--- src/rtl/opr3_pkg.sv ---
// opr3 group-3 operate sequencer: shared state and shift-code constants.
// The OPR3_SHIFT_EN build macro enables the SHIFT state and step counter.
package opr3_pkg;

  localparam logic [2:0] ST_IDLE  = 3'd0;
  localparam logic [2:0] ST_CLA   = 3'd1;
  localparam logic [2:0] ST_MQ    = 3'd2;
  localparam logic [2:0] ST_SCA   = 3'd3;
  localparam logic [2:0] ST_SHIFT = 3'd4;
  localparam logic [2:0] ST_DONE  = 3'd5;

  localparam logic [1:0] SH_NONE = 2'd0;
  localparam logic [1:0] SH_ASR  = 2'd1;
  localparam logic [1:0] SH_LSR  = 2'd2;
  localparam logic [1:0] SH_SHL  = 2'd3;

  // States are numbered in execution order, so the next needed
  // state is the first enabled one numerically above cur.
  function automatic logic [2:0] next_after(
    input logic [2:0] cur,
    input logic       b_cla,
    input logic       b_mq,
    input logic       b_sca,
    input logic       b_sh
  );
    logic [2:0] n;
    n = ST_DONE;
    if (cur < ST_CLA && b_cla)
      n = ST_CLA;
    else if (cur < ST_MQ && b_mq)
      n = ST_MQ;
    else if (cur < ST_SCA && b_sca)
      n = ST_SCA;
    else if (cur < ST_SHIFT && b_sh)
      n = ST_SHIFT;
    return n;
  endfunction

endpackage

--- src/rtl/opr3_step_cnt.sv ---
// opr3 shift step counter: load, saturating decrement, zero flag.
// Only instantiated when OPR3_SHIFT_EN is defined.
module opr3_step_cnt #(
  parameter int CNTW = 5
) (
  input  logic            clk,
  input  logic            rst,
  input  logic            load,
  input  logic [CNTW-1:0] load_val,
  input  logic            dec,
  output logic [CNTW-1:0] cnt,
  output logic            zero
);

  assign zero = (cnt == '0);

  // Load takes priority; decrement stops at zero so it never wraps.
  always_ff @(posedge clk or posedge rst) begin
    if (rst)
      cnt <= '0;
    else if (load)
      cnt <= load_val;
    else if (dec && !zero)
      cnt <= cnt - 1'b1;
  end

endmodule

--- src/rtl/opr3_sequencer.sv ---
// opr3 group-3 operate sequencer: CLA, MQ, SCA, SHIFT strobe timing.
// Build macro OPR3_SHIFT_EN adds the SHIFT state and step counter.
module opr3_sequencer
  import opr3_pkg::*;
#(
  parameter int WIDTH = 12,
  parameter int CNTW  = 5
) (
  input  logic             clk,
  input  logic             rst,
  input  logic             start,
  input  logic             oprCLA,
  input  logic             oprMQA,
  input  logic             oprSCA,
  input  logic             oprMQL,
  input  logic [1:0]       shift_code,
  input  logic [CNTW-1:0]  shift_cnt,
  output logic             busy,
  output logic             cla,
  output logic             ac_ck,
  output logic             mq_ck,
  output logic             mq2orbus,
  output logic             sc2orbus,
  output logic             shift_en,
  output logic [1:0]       shift_op,
  output logic [WIDTH-1:0] sc_val,
  output logic             done
);

  logic [2:0] state;
  logic [2:0] nxt;
  logic       take;
  logic       c_cla, c_mqa, c_mql, c_sca;
  logic       e_cla, e_mqa, e_mql, e_sca;
  logic       e_sh;
  logic       cnt_zero;

  assign take = (state == ST_IDLE) && start;

  // On the accepting edge the fresh inputs decide the path;
  // afterwards only the captured copy is used.
  always_comb begin
    e_cla = c_cla;
    e_mqa = c_mqa;
    e_mql = c_mql;
    e_sca = c_sca;
    if (take) begin
      e_cla = oprCLA;
      e_mqa = oprMQA;
      e_mql = oprMQL;
      e_sca = oprSCA;
    end
  end

  // Capture microbits only when a request is accepted in IDLE.
  always_ff @(posedge clk or posedge rst) begin
    if (rst) begin
      c_cla <= 1'b0;
      c_mqa <= 1'b0;
      c_mql <= 1'b0;
      c_sca <= 1'b0;
    end else if (take) begin
      c_cla <= oprCLA;
      c_mqa <= oprMQA;
      c_mql <= oprMQL;
      c_sca <= oprSCA;
    end
  end

`ifdef OPR3_SHIFT_EN
  logic [1:0]      c_code;
  logic [CNTW-1:0] c_cnt;
  logic [1:0]      e_code;
  logic [CNTW-1:0] e_cnt;
  logic [CNTW-1:0] cnt;
  logic            sh_en_q;
  logic [1:0]      sh_op_q;

  assign e_code = take ? shift_code : c_code;
  assign e_cnt  = take ? shift_cnt  : c_cnt;
  assign e_sh   = (e_code != SH_NONE);

  // Shift operands are captured alongside the microbits.
  always_ff @(posedge clk or posedge rst) begin
    if (rst) begin
      c_code <= SH_NONE;
      c_cnt  <= '0;
    end else if (take) begin
      c_code <= shift_code;
      c_cnt  <= shift_cnt;
    end
  end

  opr3_step_cnt #(
    .CNTW (CNTW)
  ) u_step_cnt (
    .clk      (clk),
    .rst      (rst),
    .load     ((nxt == ST_SHIFT) && (state != ST_SHIFT)),
    .load_val (e_cnt),
    .dec      (state == ST_SHIFT),
    .cnt      (cnt),
    .zero     (cnt_zero)
  );

  // Shift strobe and opcode are registered from the next state.
  always_ff @(posedge clk or posedge rst) begin
    if (rst) begin
      sh_en_q <= 1'b0;
      sh_op_q <= SH_NONE;
    end else begin
      sh_en_q <= (nxt == ST_SHIFT);
      sh_op_q <= (nxt == ST_SHIFT) ? e_code : SH_NONE;
    end
  end

  assign shift_en = sh_en_q;
  assign shift_op = sh_op_q;
  assign sc_val   = WIDTH'(cnt);
`else
  logic unused_shift;

  assign unused_shift = ^{shift_code, shift_cnt};
  assign e_sh     = 1'b0;
  assign cnt_zero = 1'b1;
  assign shift_en = 1'b0;
  assign shift_op = SH_NONE;
  assign sc_val   = '0;
`endif

  // Next-state selection; a start seen outside IDLE is ignored.
  always_comb begin
    nxt = ST_IDLE;
    unique case (state)
      ST_IDLE:
        nxt = start ? next_after(ST_IDLE, e_cla,
                        e_mqa | e_mql, e_sca, e_sh)
                    : ST_IDLE;
      ST_SHIFT:
        nxt = cnt_zero ? ST_DONE : ST_SHIFT;
      ST_DONE:
        nxt = ST_IDLE;
      default:
        nxt = next_after(state, e_cla,
                e_mqa | e_mql, e_sca, e_sh);
    endcase
  end

  // State plus strobes registered from the next state, so every
  // output is a flop and changes only on the clock edge.
  always_ff @(posedge clk or posedge rst) begin
    if (rst) begin
      state    <= ST_IDLE;
      busy     <= 1'b0;
      cla      <= 1'b0;
      ac_ck    <= 1'b0;
      mq_ck    <= 1'b0;
      mq2orbus <= 1'b0;
      sc2orbus <= 1'b0;
      done     <= 1'b0;
    end else begin
      state    <= nxt;
      busy     <= (nxt != ST_IDLE);
      cla      <= (nxt == ST_CLA) ||
                  ((nxt == ST_MQ) && e_mql);
      ac_ck    <= (nxt == ST_CLA) || (nxt == ST_MQ) ||
                  (nxt == ST_SCA);
      mq_ck    <= (nxt == ST_MQ) && e_mql;
      mq2orbus <= (nxt == ST_MQ) && e_mqa;
      sc2orbus <= (nxt == ST_SCA);
      done     <= (nxt == ST_DONE);
    end
  end

endmodule

--- config.mk ---
export PLATFORM = sky130hd
export DESIGN_NAME = opr3_sequencer
export DESIGN_NICKNAME = d
export VERILOG_FILES = /design/src/rtl/opr3_pkg.sv /design/src/rtl/opr3_step_cnt.sv /design/src/rtl/opr3_sequencer.sv
export SDC_FILE = /design/constraint.sdc
export NUM_CORES = 1
export LEC_CHECK = 0
export ABC_AREA = 0
export BUFFER_PORTS_ARGS = -buffer_cell sky130_fd_sc_hd__buf_2
export CAP_MARGIN = 20
export CORE_MARGIN = 2
export CORE_UTILIZATION = 49
export CTS_BUF_LIST = sky130_fd_sc_hd__clkbuf_8
export DETAILED_ROUTE_END_ITERATION = 12
export GPL_TIMING_DRIVEN = 0
export PLACE_DENSITY_LB_ADDON = 0.08
export SETUP_SLACK_MARGIN = 0.15
export SYNTH_ARGS = -nofsm -noshare
export SYNTH_HDL_FRONTEND = slang
export SYNTH_SLANG_ARGS = --single-unit
export TNS_END_PERCENT = 100
--- constraint.sdc ---
create_clock -name clk -period 3.1 [get_ports clk]
set_input_delay 0.31 -clock clk [delete_from_list [all_inputs] [get_ports clk]]
set_output_delay 0.31 -clock clk [all_outputs]
set_load 0.01 [all_outputs]
Yosys cells after proc, flatten, opt, wreduce, memory -nomap -nowiden
Cells that the tools add are included.

Bits of input ports: 14. Output and inout bits: 22. Bits in registers: 14.

Multiplexer cells: 12. Eq/ne operators: 6. Reductions and logical operators: 11. Order comparisons: 3. Bitwise logic cells: 1.

Operators with widths (count): 2-to-1 mux 3 bit (7); == test 3 bit (second input constant) (3); case mux 3 bit (3 select lines) (1); == test 3 x 2 -> 1 bit (second input constant) (2); logical AND 1 bit (6); < comparator 3 x 2 -> 1 bit (second input constant) (2); 2-to-1 mux 1 bit (4); == test 3 x 1 -> 1 bit (second input constant) (1); zero test 3 bit (1); logical OR 1 bit (3); < comparator 3 x 1 -> 1 bit (second input constant) (1); nonzero test 3 bit (1); OR 1 bit (1).

Logic depth before layout (Yosys ltp)
Depth after elaboration: 11. Depth in mapped cells: 6. Depth with buffers taken out: 5.

Worst setup path after synthesis
Ideal clock, no wire load.

Kind: flip-flop to flip-flop. Start: register state[0]. End: register mq2orbus. Stages on the path, launching flop included: 6. Data arrival time: 1.331 ns. Path slack: 1.645 ns. Cells stage by stage: dfrtp_1 > buf_4 > nand2b_4 > nor3_2 > mux2_2 > nor3b_1.

Cells in the longest elaborated chain, start to end: 10. Elaborated cells between the ends (all ways): 25. Those cells by class: order compare: 3; eq/ne: 3; mux: 12; bitwise: 1; reduce/logical: 6.

RTL lines: start: declaration (RTL line opr3_sequencer.sv:30) `logic [2:0] state;`; start signal: assignment (RTL line opr3_sequencer.sv:162) `state <= nxt;`; zero test 3 bit * (RTL line opr3_sequencer.sv:38) `assign take = (state == ST_IDLE) && start;`; logical AND 1 bit * (RTL line opr3_sequencer.sv:38); 2-to-1 mux 1 bit *; via e_mqa (RTL line opr3_sequencer.sv:34) `logic e_cla, e_mqa, e_mql, e_sca;`; OR 1 bit (RTL line opr3_sequencer.sv:137, opr3_sequencer.sv:145); 2-to-1 mux 3 bit or logical AND 1 bit (tied branches) (RTL line opr3_pkg.sv:30) `else if (cur < ST_MQ && b_mq)`; 2-to-1 mux 3 bit (on tied branches) (RTL line opr3_pkg.sv:28, opr3_pkg.sv:30); 2-to-1 mux 3 bit (on tied branches) (RTL line opr3_sequencer.sv:136, opr3_pkg.sv:28); case mux 3 bit (3 select lines) (RTL line opr3_sequencer.sv:134) `unique case (state)`; == test 3 x 2 -> 1 bit (RTL line opr3_sequencer.sv:169) `mq2orbus <= (nxt == ST_MQ) && e_mqa;`; logical AND 1 bit * (RTL line opr3_sequencer.sv:169); end signal: assignment (RTL line opr3_sequencer.sv:169); end: declaration (RTL line opr3_sequencer.sv:22) `output logic mq2orbus,`.

The timed path passes the listed nets; every way through them passes the cells marked *.

Worst setup path after layout
Start: register state[2]. End: register cla.

Cells in the longest elaborated chain, start to end: 11. Elaborated cells between the ends (all ways): 27. Those cells by class: order compare: 3; eq/ne: 4; mux: 12; bitwise: 1; reduce/logical: 7.

RTL lines: zero test 3 bit (RTL line opr3_sequencer.sv:38, opr3_sequencer.sv:134); logical AND 1 bit (RTL line opr3_sequencer.sv:38); 2-to-1 mux 1 bit; OR 1 bit (RTL line opr3_sequencer.sv:137, opr3_sequencer.sv:145); 2-to-1 mux 3 bit or logical AND 1 bit (tied branches) (RTL line opr3_pkg.sv:30); 2-to-1 mux 3 bit (on tied branches) (RTL line opr3_pkg.sv:28, opr3_pkg.sv:30); 2-to-1 mux 3 bit (on tied branches) (RTL line opr3_sequencer.sv:136, opr3_pkg.sv:28); case mux 3 bit (3 select lines) * (RTL line opr3_sequencer.sv:134); via nxt[0] (RTL line opr3_sequencer.sv:31) `logic [2:0] nxt;`; == test 3 x 2 -> 1 bit (RTL line opr3_sequencer.sv:165) `((nxt == ST_MQ) && e_mql);`; logical AND 1 bit (RTL line opr3_sequencer.sv:165); logical OR 1 bit * (RTL line opr3_sequencer.sv:164) `cla <= (nxt == ST_CLA) ||`; end signal: assignment (RTL line opr3_sequencer.sv:164); end: declaration (RTL line opr3_sequencer.sv:19) `output logic cla,`.

Marked as above.

==> flow_summary.yaml <==
floorplanning:
  core_area_um2: 1330
  initial_utilization_pct: 53.8
  dieArea_um2: 1790
  die_w_um: 42.3
  die_y_um: 42.3
  pin_count: 36
  row_count: 13
pwr:
  power_frac_seq_pct: 36.2
  switchingPower_mw: 0.289
  clkPwrFrac_pct: 17.9
  ir_drop_mv: 0.659
  intPower_mw: 0.500
  power_leakage_nw: 0.491
  powerDensity_nw_per_um2: 878
  switching_share_pct: 36.7
  comb_power_share_pct: 45.9
logic_synthesis:
  netlist_area_um2: 717
  seq_area_frac_synth_pct: 45.4
  synth_top_family_by_area: "buffers and inverters"
  synth_xor_xnor_area_share_pct: 0
  yosys.area_share.simple_pct: 14.0
  synthCells: 66
  synth_compound_area_share_pct: 13.6
  synth_warnings: 0
  muxShareOfSynthArea_pct: 6.11
  ys_seq_elements: 13
  syn_area_per_cell_um2: 10.9
  yosysUniqueCellTypes: 28
  synth_fa_ha_area_share_pct: 0
run:
  drv_cap: 0
worst_setup_path:
  rrSetupSlack_ns: 1.49
  required_ns: 3.23
  cp-startpoint: "state[2]$_DFF_PP0_"
  crit_arrival_ns: 1.74
  cp_max_fo: 8
  critPathMaxStageDelay_ns: 0.39
  r2r_start: "state[2]$_DFF_PP0_"
  r2r_cells: 6
  worstPathCellList: "buf_6 -> nor2_4 -> a21oi_1 -> a311oi_2 -> inv_2 -> o41ai_2"
  slowest_stage: "a311oi_2"
  critPathLaunchType: "flop"
  r2r-end: "cla$_DFF_PP0_"
  crit_path_end_kind: "flop"
  crit_path_end: "cla$_DFF_PP0_"
  setup.worst_path.class: "reg -> reg"
layout:
  antenna_cells: 0
  mostFrequentLayoutCell: "buf_4"
  final_cell_mix: "buf_4 (16), conb_1 (15), dfrtp_1 (13), buf_2 (13), inv_1 (4)"
  area_growth_pct: 25.3
  layout-drive-gt1-share_pct: 43.3
  fill_cells: 108
  multiInputGateArea_um2: 298
  finalNetCount: 112
  regArea_um2: 325
  stdcell_count: 112
clock_network:
  ctsHoldBuffers: 0
  clk_latency_ns: 0.24
  cts_tree: "done"
  cts.sinks: 13
  cts_root_buf: "clkbuf_8"
  clk_path_buf_depth: 2
  ctsResizeCount: 0
  path_clk_slew_ns: 0.05
  cts_inserted_buffers: 3
  cts_max_level: 1
  post_cts_buffers: 0
grt:
  grt_max_degree: 14
  gr-total-overflow: 0
  grt_pass1_vias: 434
  antenna_found_initial: 0
  grt_pass1_wl_um: 1850
  grt_usage_pct: 14.3
sta:
  rsz0062_at_grt: "false"
  fin_tns_setup_ns: 0
  hold_viol_final: 0
  setup_ws_ns: 1.49
  final_max_slew_viol_count: 0
  skew_ns: 0.00221
  setup_viol: 0
  max_freq_mhz: 622
  layout_min_cycle_time_ns: 1.61
  fin_crit_sh_pct: 51.8
drt:
  drc: 0
  avgRoutedWirePerCell_um: 10.0
  drtPass1Iterations: 3
  detail-route-antenna-nets: 0
  routed_wl_um: 1120
  vias: 496
  drtIter0Drc: 6
  viasPerCell: 4.43
outcome:
  status: "completed"
placed_design:
  gp_congestion: 0.838
  dp_cells: 108
  hpwl_um: 932
  place_ws_ns: 1.49
  port_buffers: 13
hold_path:
  hold_class: "in -> async"
-- power groups by stage --
stage | logic, mW | registers (mW) | clock network, mW
after floorplan | 0.260 | 0.304 | 0
after global placement | 0.357 | 0.289 | 0
after detailed placement | 0.364 | 0.289 | 0
after CTS | 0.365 | 0.286 | 0.148
after global routing | 0.404 | 0.295 | 0.155
final | 0.362 | 0.286 | 0.141
-- stage by stage --
| step | area [um2] | hold WS [ns] | power (mW) | util, % |
|---|---|---|---|---|
| CTS | 898 | 0.0894 | 0.800 | 67.4 |
| floorplan | 769 | 0.187 | 0.564 | - |
| global placement | 853 | 0.344 | 0.646 | 64.0 |
| global route | 898 | 0.134 | 0.854 | 67.4 |
| finish | 898 | 0.0746 | 0.789 | 67.4 |
| detailed placement | 853 | 0.349 | 0.654 | 64.0 |
-- kinds of logic after synthesis --
kind of cell	Yosys count
mux	4
compound gates	12
buf+inv	21
simple gates	15
flops	13
other cells	1
-- sequential cells by signal, summed over array words and instances, names as in the netlist --
| name | count |
|---|---|
| c_mql | 1 |
| state | 3 |
| c_mqa | 1 |
| c_sca | 1 |
| cla | 1 |
| ac_ck | 1 |
| mq_ck | 1 |
| mq2orbus | 1 |
| sc2orbus | 1 |
| done | 1 |
| busy | 1 |
-- cell usage after synthesis, drive strengths merged --
cell     n  share of area, %
o31a     1               1.2
mux2i    1               1.4
and2b    1               1.0
o41ai    1               2.3
dfrtp   13                45
o21ai    2               1.4
nor4     1              0.87
a2111o   1               1.6
conb     1              0.52
a21oi    3               2.1
a311oi   1               2.1
nor2     4               3.1
a211oi   1               1.0
mux2     3               4.7
nor3b    1               1.0
nand2    3               1.6
a22oi    1               1.0
nor3     1               1.4
nor4b    1               1.2
buf     17                18
a31oi    1              0.87
or3      1              0.87
inv      4               2.1
nand2b   2               2.8
-- worst min-delay path by stage --
stage	to	from	slack (ns)	depth (start not counted)
6_report	sc2orbus$_DFF_PP0_	rst	0.07	2
5_1_grt	sc2orbus$_DFF_PP0_	rst	0.13	2
4_1_cts	mq2orbus$_DFF_PP0_	rst	0.09	2
3_5_place_dp	mq2orbus$_DFF_PP0_	rst	0.35	2
3_3_place_gp	state[0]$_DFF_PP0_	rst	0.34	2
2_1_floorplan	ac_ck$_DFF_PP0_	rst	0.19	1
-- final cells by class --
cell class                 count  share of cell area (%)
sequential                    13                    36.2
multi-input combinational     46                    33.1
buffer                        17                    14.6
timing repair buffer          13                    7.24
clock buffer                   3                    4.60
tap                           15                    2.09
inverter                       4                    1.67
clock inverter                 1                   0.418
-- critical path: cells and delay by family (launching register included) --
kind,cells,cell delay [ns]
compound gates,3,0.77
flops,1,0.37
buf+inv,2,0.26
simple gates,1,0.11
-- layer usage --
| metal | GRT usage [%] | share of wire, % |
|---|---|---|
| met4 | 3.75 | 0 |
| met2 | 23.1 | 50 |
| met5 | 0 | 0 |
| met1 | 16.5 | 42 |
| met3 | 7.76 | 8.1 |
Note: power is estimated with default switching activity, not from simulation.
